File: src/rtl/rf_write_arbiter.sv
// Round-robin arbiter for the single regfile write port, with a built-in zero-fill sweep.
// Grant is combinational; the regfile write lands one cycle after the handshake.
module rf_write_arbiter #(
  parameter int NREQ = 4,
  parameter int AW   = 5,
  parameter int DW   = 32
) (
  input  logic                     clk,
  input  logic                     rst_n,
  input  logic [NREQ-1:0]          req_valid,
  input  logic [NREQ*AW-1:0]       req_addr,
  input  logic [NREQ*DW-1:0]       req_data,
  output logic [NREQ-1:0]          req_ready,
  input  logic                     clr_start,
  output logic                     clr_busy,
  output logic                     rf_we,
  output logic [AW-1:0]            rf_waddr,
  output logic [DW-1:0]            rf_wdata,
  output logic [$clog2(NREQ)-1:0]  rf_wsrc
);

  localparam int SW = $clog2(NREQ);
  localparam logic [SW:0]   NREQ_W = (SW+1)'(NREQ);
  localparam logic [SW-1:0] LAST   = SW'(NREQ - 1);

  typedef enum logic {ARB = 1'b0, CLEAR = 1'b1} state_t;

  state_t          state_q,    state_d;
  logic [SW-1:0]   rr_ptr_q,   rr_ptr_d;
  logic [AW-1:0]   clr_cnt_q,  clr_cnt_d;
  logic            clr_busy_q, clr_busy_d;
  logic            rf_we_q,    rf_we_d;
  logic [AW-1:0]   rf_waddr_q, rf_waddr_d;
  logic [DW-1:0]   rf_wdata_q, rf_wdata_d;
  logic [SW-1:0]   rf_wsrc_q,  rf_wsrc_d;

  logic            grant_found;
  logic [SW-1:0]   grant_idx;
  logic [SW:0]     cand;

  // First valid requester scanning upward from rr_ptr, wrapping modulo NREQ.
  always_comb begin
    grant_found = 1'b0;
    grant_idx   = '0;
    cand        = '0;
    for (int k = 0; k < NREQ; k++) begin
      cand = {1'b0, rr_ptr_q} + (SW+1)'(k);
      if (cand >= NREQ_W) begin
        cand = cand - NREQ_W;
      end
      if (!grant_found && req_valid[cand[SW-1:0]]) begin
        grant_found = 1'b1;
        grant_idx   = cand[SW-1:0];
      end
    end
  end

  always_comb begin
    state_d    = state_q;
    rr_ptr_d   = rr_ptr_q;
    clr_cnt_d  = clr_cnt_q;
    clr_busy_d = clr_busy_q;
    rf_we_d    = 1'b0;
    rf_waddr_d = rf_waddr_q;
    rf_wdata_d = rf_wdata_q;
    rf_wsrc_d  = rf_wsrc_q;
    req_ready  = '0;

    case (state_q)
      ARB: begin
        if (clr_start) begin
          state_d    = CLEAR;
          clr_cnt_d  = '0;
          clr_busy_d = 1'b1;
        end else if (grant_found) begin
          req_ready  = NREQ'(1) << grant_idx;
          rf_we_d    = 1'b1;
          rf_waddr_d = req_addr[grant_idx*AW +: AW];
          rf_wdata_d = req_data[grant_idx*DW +: DW];
          rf_wsrc_d  = grant_idx;
          rr_ptr_d   = (grant_idx == LAST) ? '0 : grant_idx + 1'b1;
        end
      end
      CLEAR: begin
        rf_we_d    = 1'b1;
        rf_waddr_d = clr_cnt_q;
        rf_wdata_d = '0;
        rf_wsrc_d  = '0;
        clr_cnt_d  = clr_cnt_q + 1'b1;
        // Leaving on the last address stops the counter wrap from starting a second sweep.
        if (clr_cnt_q == '1) begin
          state_d    = ARB;
          clr_busy_d = 1'b0;
        end
      end
      default: state_d = ARB;
    endcase

    if (!rst_n) begin
      req_ready = '0;
    end
  end

  always_ff @(posedge clk) begin
    if (!rst_n) begin
      state_q    <= ARB;
      rr_ptr_q   <= '0;
      clr_cnt_q  <= '0;
      clr_busy_q <= 1'b0;
      rf_we_q    <= 1'b0;
      rf_waddr_q <= '0;
      rf_wdata_q <= '0;
      rf_wsrc_q  <= '0;
    end else begin
      state_q    <= state_d;
      rr_ptr_q   <= rr_ptr_d;
      clr_cnt_q  <= clr_cnt_d;
      clr_busy_q <= clr_busy_d;
      rf_we_q    <= rf_we_d;
      rf_waddr_q <= rf_waddr_d;
      rf_wdata_q <= rf_wdata_d;
      rf_wsrc_q  <= rf_wsrc_d;
    end
  end

  assign clr_busy = clr_busy_q;
  assign rf_we    = rf_we_q;
  assign rf_waddr = rf_waddr_q;
  assign rf_wdata = rf_wdata_q;
  assign rf_wsrc  = rf_wsrc_q;

endmodule

File: config.mk
export PLATFORM = sky130hd
export DESIGN_NAME = rf_write_arbiter
export DESIGN_NICKNAME = d
export VERILOG_FILES = /design/src/rtl/rf_write_arbiter.sv
export SDC_FILE = /design/constraint.sdc
export NUM_CORES = 1
export LEC_CHECK = 0
export CORE_MARGIN = 1
export CORE_UTILIZATION = 35
export CTS_CLUSTER_SIZE = 10
export DETAILED_ROUTE_END_ITERATION = 12
export PLACE_DENSITY_LB_ADDON = 0.2
export SYNTH_ARGS = -nofsm -noshare
export SYNTH_HDL_FRONTEND = slang
export SYNTH_SLANG_ARGS = --single-unit
File: constraint.sdc
create_clock -name clk -period 2.4 [get_ports clk]
set_input_delay 0.48 -clock clk [delete_from_list [all_inputs] [get_ports clk]]
set_output_delay 0.48 -clock clk [all_outputs]
set_load 0.02 [all_outputs]
Word-level counts from Yosys, hierarchy flattened
Cells that the tools add are included. W data, S select, Z words.

Flip-flop bits (word level): 49. Bits of input ports: 155. Logic and storage cells: 91.

Add/sub/neg operators: 9. Multiply operators: 1. Order comparisons: 8. Equality and inequality tests: 6. Shifts and indexed selects: 3. Mux-type cells: 45. Bitwise gates (word level): 2. Reductions and logical operators: 9.

Operators by type and width (count): $shiftx A128 B8 Y32 (1); $mux W32 (2); $pmux W32 S2 (1); $mux W2 (11); $pmux W5 S2 (2); $shiftx A20 B6 Y5 (1); $mux W4 (4); $mux W5 (3); $mux W1 (14); $lt A2 B3 Y1 const B (4); $ge A3 B3 Y1 const B (3); $bmux W1 S2 (4); $sub A2 B1 Y2 const B (4); $add A2 B2 Y3 const B (2); $ne A2 B2 Y1 const B (3); $pmux W1 S2 (3); $add A5 B1 Y5 const B (1); $eq A5 B5 Y1 const B (1); $mul A2 B3 Y5 const B (1); $pmux W2 S2 (1); $reduce_and A2 Y1 (2); $shl A1 B2 Y4 const A (1); $add A2 B1 Y3 const B (1); $ge A2 B3 Y1 const B (1); 7 further kinds (12).

Longest topological paths before layout
Depth after elaboration: 19. Gate-level depth with buffers: 9. Depth with buffers taken out: 7.

Least setup slack after synthesis
No wires, ideal clock.

Path type: input-to-output. From: input port req_valid[0]. To: output port req_ready[2]. Arrival: 1.645 ns. Setup slack: 0.275 ns. Stages on the path: 6. Buffers on the path: 1. Cell sequence: nor4_1 > nor3_2 > and2_1 > nand2_2 > buf_4 > nor2_1.

Longest elaborated chain between the ends: 17.

Ends and longest elaborated chain: from (decl) (line 10) `input logic [NREQ-1:0] req_valid,`; $bmux W1 S2 (line 51) `if (!grant_found && req_valid[cand[SW-1:0]]) begin`; $mux W1 (implied by the code) (line 51); $mux W1 (line 51); $logic_not A1 Y1 (line 51); $logic_and A1 B1 Y1 (line 51); $mux W1 (line 51); $logic_not A1 Y1 (line 51); $logic_and A1 B1 Y1 (line 51); $mux W1 (line 51); $logic_not A1 Y1 (line 51); $logic_and A1 B1 Y1 (line 51); $mux W2 (line 51); $shl A1 B2 Y4 (line 76) `req_ready = NREQ'(1) << grant_idx;`; $mux W4 (*) (line 75) `end else if (grant_found) begin`; $mux W4 (*) (line 71) `if (clr_start) begin`; $mux W4 (*) (line 69) `case (state_q)`; $mux W4 (*) (line 99) `if (!rst_n) begin`; to (decl) (line 13) `output logic [NREQ-1:0] req_ready,`.

Every way passes the cells marked *; elsewhere a longest branch is shown, timed or not. The select of a mux whose other input is x is not followed.

Worst setup path in the final report
From: input port req_valid[0]. To: output port req_ready[3].

The elaborated chain is that of the path after synthesis.

==> results.rst <==
.. list-table::
   :header-rows: 1

   * - Metric
     - Value
   * - Register bit count reported by yosys
     - 49
   * - Outcome
     - completed
   * - Antenna diodes
     - 0
   * - Global-route usage over all layers
     - between 20% and 30%
   * - DPL Wire Length
     - roughly 9 mm
   * - Worst Path Required
     - 1.92 ns
   * - Logic gate share of total power
     - 39.3%
   * - Worst hold slack
     - around 0.46 ns
   * - Final standard cell utilization of the core
     - 62.4%
   * - Number of cell rows
     - 35
   * - Post-synthesis instance total
     - 376
   * - Multi-input gate area
     - 2150 um2
   * - Setup bufs post-CTS
     - 0
   * - Worst clock skew
     - 0.00972 ns
   * - Total of warnings raised by yosys
     - 0
   * - Number of placed I/O pins
     - 200
   * - Crit Path Class
     - input pin to output pin
   * - Area of the placeable core
     - 9240 um2
   * - Sequential standard cell area
     - 982 um2
   * - Number of global-route vias before repair
     - 3819
   * - Maximum number of pins on one net before global-route repair
     - 34
   * - Congestion Overflow GR
     - 0
   * - Routability congestion estimate
     - about 0.86
   * - Actual slew at the worst max-slew pin
     - 0.576 ns
   * - Critical-path cell list
     - clkdlybuf4s15_1 > nand2_2 > a311oi_2 > or2_1 > inv_2 > ha_1 > and3_1 > buf_2
   * - Relative area change from synthesis to final layout
     - 72.7%
   * - Max H-tree Level
     - 2
   * - Drt drc
     - 0
   * - Clock net sink count
     - roughly 50
   * - Critical path's slowest cell
     - sky130_fd_sc_hd__clkdlybuf4s15_1
   * - Library cells used by synthesis
     - 41
   * - Share of the clock period used by the worst path
     - 95.4%
   * - Int Pwr
     - roughly 1.9 mW
   * - DR vias
     - 3774
   * - Highest clock frequency the design can meet
     - ~0.44 GHz
   * - Fraction of layout cells with a size suffix above 1
     - 16.5%
   * - First-pass GRT wire length
     - between 15 and 20 mm
   * - P_sw
     - 0.791 mW
   * - CTS buffer count
     - 5
   * - Critical path's largest stage delay
     - 0.25 ns
   * - Die boundary height
     - 99.7 um
   * - Fin. max-slew vios
     - 0
   * - Count of endpoints failing setup in the final report
     - 0
   * - Clock tree from TritonCTS
     - done
   * - Number of nets in the layout
     - between 700 and 800
   * - Buffer depth of the longest clock path
     - 2
   * - Full die area
     - 9940 um2
   * - Power share of the sequential group
     - 34.3%
   * - Critical path peak fanout
     - 4
   * - Starting DRC count in detailed routing
     - 119
   * - Power per standard cell area
     - roughly 460 nW/um2
   * - Classification of the worst-slack hold path
     - register to register
   * - RSZ-0062 raised after global routing
     - true
   * - Routed WL per cell
     - roughly 17 um
   * - Nature of the critical path startpoint
     - input pin
   * - Cell area after technology mapping
     - approximately 3300 um2
   * - Number of buffers inserted by hold repair at cts
     - 0
   * - LEAKAGE
     - roughly 2.4 nW
   * - Post-synth net total
     - 534
   * - Initial core utilization
     - 36.1%
   * - Count of antenna-violating nets left after detailed routing
     - 0
   * - Via-per-instance ratio
     - 5.31
   * - Worst voltage drop across the vdd grid
     - 238 uV
   * - Clock latency of the later-clocked register in the worst-skew pair
     - approximately 0.3 ns
   * - Total wire length
     - 12.0 mm
   * - Critical path arrival
     - about 1.8 ns
   * - Critical path buffer and inverter count
     - 3
   * - Pre-Repair DR Iteration Count
     - 4
   * - Switching Share
     - between 20% and 30%
   * - CP delay by family, top
     - buffers and inverters
   * - Portion of the post-synthesis area used by sequential elements
     - 29.4%
   * - Crit end category
     - output pin
   * - Number of hold violations in the final report
     - 0
   * - Part of the power in the clock network
     - between 20% and 30%
   * - Final-layout fill cell count
     - 822
   * - Max transition margin
     - 61.6%
   * - Time the final worst path needs with I/O delays and setup
     - 2.29 ns
   * - Clock Tree Root
     - sky130_fd_sc_hd__clkbuf_8
   * - Width of the chip
     - 99.7 um
   * - Avg Cell Area, Syn
     - 8.88 um2
   * - Reported max-cap violation count
     - 0
   * - Antenna violations before repair
     - 0
   * - CTS clock-pin slew for the worst setup and hold paths
     - 0.10 ns
   * - Number of buffers added on ports
     - 199
## per-stage QoR
step	setup WS, ns	instance area (um2)	total power [mW]	TNS (ns)	std cells
floorplan	0.275	3340	1.44	0	376
global placement	-0.618	5660	1.96	-8.95	703
detailed placement	-0.669	5660	1.98	-10.07	703
CTS	-0.000490	5790	2.69	-0.000490	711
global route	-0.00890	5770	2.80	-0.00890	711
finish	0.110	5770	2.66	0	711
## flip-flops by register name, indices dropped and copies added (netlist names)
register and cells:
rf_waddr 5, rf_wdata 32, rf_wsrc 2, rf_we 1
clr_cnt_q 5, state_q 1, rr_ptr_q 2, clr_busy 1
## worst min-delay path: cells and delay by family, from the launching register on
kind	cells	cell delay, ns
AND/OR/NAND/NOR	2	0.10
flip-flops	1	0.33
## cell families after synthesis
logic type,Yosys count,synth area share [%]
flip-flops,49,29.4
AO/OA/AOI/OAI,121,31.5
XOR/XNOR,1,0.262
buffers and inverters,45,6.89
AND/OR/NAND/NOR,112,17.2
adder cells (fa/ha/maj),3,1.12
multiplexers,45,13.6
## path summary, 6_finish.rpt
check             slack, ns  depth (start not counted)      endpoint    startpoint
setup / recovery       0.11                          8  req_ready[3]  req_valid[0]
hold / removal         0.46                          2    rf_wsrc[1]    rf_wsrc[1]
setup reg to reg       0.45                          8  rf_wdata[31]   rr_ptr_q[1]
hold reg to reg        0.46                          2    rf_wsrc[1]    rf_wsrc[1]
## synth_stat cells, drive strengths merged
master,instances,area (um2)
a2111o,1,11.3
a21boi,1,7.51
a21o,32,240
a21oi,6,30.0
a22o,4,35.0
a22oi,1,7.51
a311oi,1,15.0
a31oi,1,6.26
and2,3,18.8
and3,4,25.0
buf,17,125
clkbuf,21,78.8
dfxtp,49,981
ha,3,37.5
inv,7,26.3
mux2,1,15.0
mux2i,44,440
nand2,47,181
nand2b,2,12.5
nand3,2,15.0
nand4,31,194
nor2,9,33.8
nor2b,8,50.1
nor3,1,10.0
nor3b,1,7.51
nor4,1,6.26
o211a,1,10.0
o211ai,32,385
o21a,1,8.76
o21ai,4,20.0
o221ai,5,43.8
o31ai,31,233
or2,3,18.8
xor2,1,8.76
## metal layers
metal / track usage, % / vias to the layer above / part of all wire, % / routed length, um
met5: 0 / - / 0 / 0
met1: 28.1 / 1786 / 42 / 5060
met4: 3.96 / 0 / 0.70 / 84
met3: 4.71 / 8 / 6.9 / 831
met2: 43.6 / 152 / 50 / 5990
li1: - / 1828 / - / -
## power groups by stage
stage	registers, mW	clock network [mW]	logic, mW
floorplan	0.998	0	0.439
global placement	0.928	0	1.04
detailed placement	0.929	0	1.05
CTS	0.912	0.725	1.05
global route	0.920	0.762	1.11
finish	0.912	0.702	1.04
## area by class of cell
class,count,area share (%)
clock inverter,3,1.13
sequential,49,17.0
clock buffer,5,1.19
timing repair buffer,236,40.1
multi-input combinational,282,37.3
inverter,7,0.456
tap,129,2.80
## what timing repair did
item                                   in CTS  in global routing
setup endpoints to repair                   4                  4
endpoints found under the hold margin       0                  0
cloned                                      0                  0
pin swaps                                   1                  2
gates resized for setup                    18                 12
## cells in the final DEF, fill, tap and decap left out, drive strengths merged, types with 5 or more instances in the layout
| cell type | synthesis | layout |
|---|---|---|
| inv | 7 | 7 |
| clkbuf | 21 | 8 |
| o211ai | 32 | 32 |
| nand4 | 31 | 31 |
| nand2 | 47 | 47 |
| o31ai | 31 | 31 |
| mux2i | 44 | 44 |
| o221ai | 5 | 5 |
| buf | 17 | 41 |
| nor2 | 9 | 9 |
| nor2b | 8 | 8 |
| clkdlybuf4s50 | 0 | 191 |
| a21o | 32 | 32 |
| dfxtp | 49 | 49 |
| a21oi | 6 | 6 |
(Power assumes the default switching activity.)
